===== config.mk =====
export PLATFORM = sky130hd
export DESIGN_NAME = ram_port_arbiter
export DESIGN_NICKNAME = d
export VERILOG_FILES = /design/src/rtl/ram_port_arbiter.sv
export SDC_FILE = /design/constraint.sdc
export NUM_CORES = 1
export LEC_CHECK = 0
export ABC_AREA = 1
export BUFFER_PORTS_ARGS = -buffer_cell sky130_fd_sc_hd__buf_2
export CAP_MARGIN = 40
export CORE_MARGIN = 3
export CORE_UTILIZATION = 30
export CTS_CLUSTER_DIAMETER = 80
export DETAILED_ROUTE_END_ITERATION = 10
export GPL_TIMING_DRIVEN = 1
export PLACE_DENSITY = 0.53
export SLEW_MARGIN = 20
export SYNTH_ARGS = -nofsm -noshare
export SYNTH_HDL_FRONTEND = slang
export SYNTH_SLANG_ARGS = --single-unit
export TNS_END_PERCENT = 10

===== constraint.sdc =====
create_clock -name i_clk -period 2.9 [get_ports i_clk]
set_input_delay 0.725 -clock i_clk [delete_from_list [all_inputs] [get_ports i_clk]]
set_output_delay 0.725 -clock i_clk [all_outputs]
set_load 0.01 [all_outputs]

===== src/rtl/ram_port_arbiter.sv =====
// Two-requester round-robin arbiter/sequencer for the 256x8 RAM array.
// Optional RAM_ARB_LOCK_EN adds per-requester LOCK inputs to hold the grant.
module ram_port_arbiter #(
  parameter int ADDR_W = 8,
  parameter int DATA_W = 8
) (
  input  logic              i_clk,
  input  logic              i_rst_n,
  input  logic              i_r0_req,
  input  logic              i_r0_we,
  input  logic [ADDR_W-1:0] i_r0_addr,
  input  logic [DATA_W-1:0] i_r0_wdata,
  output logic              o_r0_ack,
  output logic [DATA_W-1:0] o_r0_rdata,
  input  logic              i_r1_req,
  input  logic              i_r1_we,
  input  logic [ADDR_W-1:0] i_r1_addr,
  input  logic [DATA_W-1:0] i_r1_wdata,
  output logic              o_r1_ack,
  output logic [DATA_W-1:0] o_r1_rdata,
`ifdef RAM_ARB_LOCK_EN
  input  logic              i_r0_lock,
  input  logic              i_r1_lock,
`endif
  output logic [ADDR_W-1:0] o_ram_addr,
  output logic [DATA_W-1:0] o_ram_data_in,
  output logic              o_ram_we,
  input  logic [DATA_W-1:0] i_ram_data_out,
  output logic              o_busy
);

  typedef enum logic [1:0] {
    S_IDLE,
    S_ACCESS,
    S_DONE
  } state_t;

  state_t            r_state;
  logic              r_we_q;
  logic              r_gnt;
  logic              r_last_gnt;
  logic              r_r0_ack;
  logic              r_r1_ack;
  logic [ADDR_W-1:0] r_ram_addr;
  logic [DATA_W-1:0] r_ram_din;
  logic [DATA_W-1:0] r_r0_rdata;
  logic [DATA_W-1:0] r_r1_rdata;

  logic w_any;
  logic w_pick;

`ifdef RAM_ARB_LOCK_EN
  // Lock owner is always the last granted requester.
  logic r_lock;
`endif

  always_comb begin
    w_any  = i_r0_req | i_r1_req;
    w_pick = 1'b0;
    if (i_r0_req && i_r1_req) begin
      w_pick = ~r_last_gnt;
    end else begin
      w_pick = i_r1_req;
    end
`ifdef RAM_ARB_LOCK_EN
    if (r_lock) begin
      w_any  = r_last_gnt ? i_r1_req : i_r0_req;
      w_pick = r_last_gnt;
    end
`endif
  end

  always_ff @(posedge i_clk or negedge i_rst_n) begin
    if (!i_rst_n) begin
      r_state    <= S_IDLE;
      r_we_q     <= 1'b0;
      r_gnt      <= 1'b0;
      r_last_gnt <= 1'b1;
      r_r0_ack   <= 1'b0;
      r_r1_ack   <= 1'b0;
      r_ram_addr <= '0;
      r_ram_din  <= '0;
      r_r0_rdata <= '0;
      r_r1_rdata <= '0;
`ifdef RAM_ARB_LOCK_EN
      r_lock     <= 1'b0;
`endif
    end else begin
      r_r0_ack <= 1'b0;
      r_r1_ack <= 1'b0;
      unique case (r_state)
        S_IDLE: begin
          if (w_any) begin
            r_gnt      <= w_pick;
            r_ram_addr <= w_pick ? i_r1_addr : i_r0_addr;
            r_ram_din  <= w_pick ? i_r1_wdata : i_r0_wdata;
            r_we_q     <= w_pick ? i_r1_we : i_r0_we;
            r_state    <= S_ACCESS;
          end
        end
        S_ACCESS: begin
          if (!r_we_q) begin
            if (r_gnt) begin
              r_r1_rdata <= i_ram_data_out;
            end else begin
              r_r0_rdata <= i_ram_data_out;
            end
          end
          r_state <= S_DONE;
        end
        S_DONE: begin
          r_r0_ack   <= ~r_gnt;
          r_r1_ack   <= r_gnt;
          r_last_gnt <= r_gnt;
`ifdef RAM_ARB_LOCK_EN
          r_lock     <= r_gnt ? i_r1_lock : i_r0_lock;
`endif
          r_state    <= S_IDLE;
        end
        default: r_state <= S_IDLE;
      endcase
    end
  end

  // Write strobe decodes from state so an async reset drops it at once.
  assign o_ram_we      = (r_state == S_ACCESS) && r_we_q;
  assign o_ram_addr    = r_ram_addr;
  assign o_ram_data_in = r_ram_din;
  assign o_r0_ack      = r_r0_ack;
  assign o_r1_ack      = r_r1_ack;
  assign o_r0_rdata    = r_r0_rdata;
  assign o_r1_rdata    = r_r1_rdata;
  assign o_busy        = (r_state != S_IDLE);

endmodule


Word level (Yosys, flattened, before mapping)
Cells that the tools add are included.
Storage, ports and cells
  bits in registers: 39
  input bits: 46
  output and inout port bits: 36
  word-level logic and storage cells: 32
Cells by class
  equality and inequality tests: 3
  mux-type cells: 8
  bitwise logic cells: 4
  reduce and logical (&&, ||, !) cells: 7
Operators with widths (number)
  2-to-1 mux 8 bit: 2
  AND reduction 3 bit: 2
  2-to-1 mux 1 bit: 4
  case mux 2 bit (2 select lines): 1
  NOT 1 bit: 3
  equality test 2 x 1 -> 1 bit, second input constant: 1
  equality test 2 bit, second input constant: 1
  logical AND 1 bit: 2
  zero test 2 bit: 1
  2-to-1 mux 2 bit: 1
  != test 2 bit, second input constant: 1
  AND reduction 2 bit: 1
  nonzero test 2 bit: 1
  bitwise OR 1 bit: 1

Longest topological paths before layout
  depth after elaboration: 3
  gate-level depth with buffers: 6
  gate-level depth less buffers: 5

Worst setup path before layout
No wires, ideal clock.
  path kind: input to register
  from: input i_r1_req
  to: register r_ram_addr[0] (netlist: o_ram_addr[0])
  arrival time: 1356 ps
  setup time: 65 ps
  slack: 1479 ps
  path buffers: 2
  required time: 2835 ps
  cell stages on the path: 5
  cell sequence: buf_6 > o21ai_4 > buf_4 > nand2_1 > nand2_1
Between the ends
  longest elaborated chain between the ends: 3
  elaborated cells on any way between the ends: 5
  classes of those cells: mux (2); bitwise (1); reduce/logical (2)
Ends and longest elaborated chain
  start: declaration: line 15  | input logic i_r1_req,
  logical AND 1 bit: line 60  | if (i_r0_req && i_r1_req) begin
  2-to-1 mux 1 bit: line 60
  2-to-1 mux 8 bit: line 95  | r_ram_addr <= w_pick ? i_r1_addr : i_r0_addr;
  end signal: assignment: line 95
  end: declaration: line 44  | logic [ADDR_W-1:0] r_ram_addr;
Parallel ways exist; a longest one is shown, timed or not.
A chain may end at the register's enable or synchronous reset.

Worst setup path after layout
  from: register r_state[1]
  to: output o_ram_we
Between the ends
  longest elaborated chain between the ends: 2
Ends and longest elaborated chain
  start: declaration: line 38  | state_t r_state;
  start signal: assignment: line 75  | r_state <= S_IDLE;
  start signal: assignment: line 98  | r_state <= S_ACCESS;
  start signal: assignment: line 109  | r_state <= S_DONE;
  equality test 2 x 1 -> 1 bit: line 126  | assign o_ram_we = (r_state == S_ACCESS) && r_we_q;
  logical AND 1 bit: line 126
  end: declaration: line 27  | output logic o_ram_we,
Every way passes these cells.

==> results.md <==
* Status: complete, no violations
* Clk sink count at 39
* RSZ-0062 raised after global routing: no
* Initial Util at 32.08%
* Synth unique cells at 17
* Grt ovf at 0
* Die Span Y at 84.14 microns
* Setup Skew at 5.204 ps
* Max IR drop VDD at 0.0002753 V
* Port Buffers at 81
* Post-route ant nets at 0
* R2r startpoint: r_last_gnt
* Sequential-to-total area share from yosys stat at 53.35%
* Post-Route WL at 4.473 mm
* Slowest stage delay, CP at 440 ps
* First DRT Iteration DRCs at 76
* Least-Margin Pin Slew at 516.1 ps
* # rows at 27
* Setup violators final at 0
* Die area at 0.007080 sq mm
* # resized after CTS at 0
* Ant. Diodes at 0
* Power Internal at 0.001358 W
* Most frequent cells in the layout: buf_2 (81), nand2_1 (71), inv_1 (44)
* CP Capture Type: output port
* Gate Count Post-Synth at 229
* Yosys reg bits at 39
* Switching pwr at 0.0009183 W
* Synth Net Count at 275
* Routed vias/inst at 4.321
* Flop pwr share at 42.6%
* DIE WIDTH at 84.14 microns
* Crit path from: r_state[1]
* Ratio of final minimum period to clock period at 61.84%
* Final worst-path setup slack at 1107 ps
* Mean Syn Cell Area at 7.999 sq um
* Initial antenna violation count at 0
* Crit path to: o_ram_we
* Hold WC Path Type: primary input to async pin
* Htree depth at 2
* Total Routing Usage GR at 13.06%
* Pwr Total at 0.002276 W
* Cell area power density at 959.9 mW/mm^2
* Combinational group share of total power at 41.9%
* Routability cong. at 0.8061
* Area delta synth->final at 29.44%
* CP Max Fanout at 4
* Clk slew on worst S/H paths at 70 ps
* Drt wl/cell at 11.68 microns
* Max stage delay cell, worst path: dfrtp_1
* Hold buffers post-CTS at 0
* Sequence of cells on the critical path: inv_1 > and3_1 > buf_2
* CP Launch Type: flop
* Final #Nets at 356
* R2r worst-path depth at 5
* Post-DP HPWL at 3.325 mm
* Worst R2R End: o_ram_data_in[6]
* Routed via count at 1655
* Inserted Clock Buffers at 5
* Max Freq at 0.5576 GHz
* First-pass GRT wire length at 7.521 mm
* Slew Limit Fails at 0
* Most common cell after layout, fill and taps aside: buf_2
* Final Hold Fails at 0
* Post-place setup slack at 961.1 ps
* Req. time, crit path at 2170 ps
* CP arrival at 1070 ps
* Clock share of power at 15.5%
* Leakage power at 1.428 nW
* Yosys warning count at 0
* Post-Syn Area at 0.001832 sq mm
* Worst-Skew Late Latency at 280 ps
* Setup Crit Path Kind: flop to output port
* Net Sw Frac at 40.35%
* Largest net degree at the start of global routing at 32
* Max-cap violations at 0
* Post-CTS Setup Inserts at 0
* Setup_tns at 0 ps
* Clock Root Buffer: clkbuf_8
* Remaining DRCs at 0
* Hold WS at 295.7 ps
* Max transition margin at 65.46%
* Vias in the first global route at 1623
* CTS tree: yes
* Flop2flop setup slack at 1510 ps
* Core ar. at 0.005709 sq mm
* Share of cells above drive strength 1 at 31.51%
* Longest Clk Path Bufs at 2
* Detailed Routing Iterations Pass 1 at 4
* Final Critical Period at 1793 ps
* # IOs at 82
## cell usage after synthesis
cell type	number	area, sq um
inv_2	1	3.750
nand2_4	1	11.26
nand3_1	34	170.2
o21ai_0	9	45.04
buf_4	1	7.510
dfrtp_1	38	950.9
buf_2	4	20.02
nand2_2	3	18.77
o21ai_4	1	16.27
buf_6	3	33.78
o21ai_1	9	45.04
nand2_1	71	266.5
nor2_4	2	22.52
nor2_1	6	22.52
inv_1	44	165.2
and3_1	1	6.260
dfstp_2	1	26.28
## critical path: cells and delay by family, from the launching register on
kind                   cells  cell delay (ps)
flip-flops                 1              440
buffers and inverters      2              220
AND/OR/NAND/NOR            1              140
## sequential cells by signal, indices dropped and copies added, names as in the netlist
name           flops
r_gnt              1
o_r0_rdata         8
r_last_gnt         1
o_r1_ack           1
o_r1_rdata         8
r_we_q             1
o_ram_addr         8
r_state            2
o_ram_data_in      8
o_r0_ack           1
## logic make-up after synthesis
logic type      count (synthesis)  synth area share (%)
simple gates                  118                 28.28
flops                          39                 53.35
buf+inv                        53                 12.57
compound gates                 19                 5.806
## power by group through the flow
stage                     Clock (W)  Combinational (W)  Sequential, W
after floorplan                   0           0.000494        0.00107
after global placement            0           0.000953       0.000981
after detailed placement          0           0.000979       0.000982
after CTS                  0.000367           0.000980       0.000977
after global routing       0.000395            0.00108        0.00101
final                      0.000353           0.000953       0.000970
## through the flow
stage	cells	util, %	cell area, sq um
final	383	41.53	2371
after global routing	383	41.53	2371
after CTS	383	41.53	2371
after detailed placement	375	40.04	2286
after global placement	374	39.69	2266
after floorplan	229	-	1832
## layer usage
| metal | up-vias | wire (microns) | GRT usage [%] |
|---|---|---|---|
| met2 | 39 | 2160 | 20.88 |
| met3 | 2 | 201 | 3.140 |
| met5 | - | 0 | 0 |
| met4 | 0 | 39 | 4.532 |
| met1 | 758 | 2073 | 17.32 |
| li1 | 856 | - | - |
## worst min path at each step
stage                             to        startpoint  slack (ps)
global route        o_ram_data_in[3]           i_rst_n         290
floorplan                   o_r0_ack           i_rst_n         430
CTS                    o_ram_addr[3]           i_rst_n         290
detailed placement  o_ram_data_in[7]  o_ram_data_in[7]         460
global placement    o_ram_data_in[0]  o_ram_data_in[0]         460
finish                 o_ram_addr[3]           i_rst_n         300
## cell type report
class / count / area, sq um
clock buffer: 6 / 72.57
fill: 625 / 3338
clock inverter: 2 / 12.51
multi-input combinational: 137 / 624.3
timing repair buffer: 82 / 425.4
inverter: 45 / 168.9
sequential: 39 / 977.2
tap: 72 / 90.09
No activity file was read; power rests on OpenSTA's default activity.
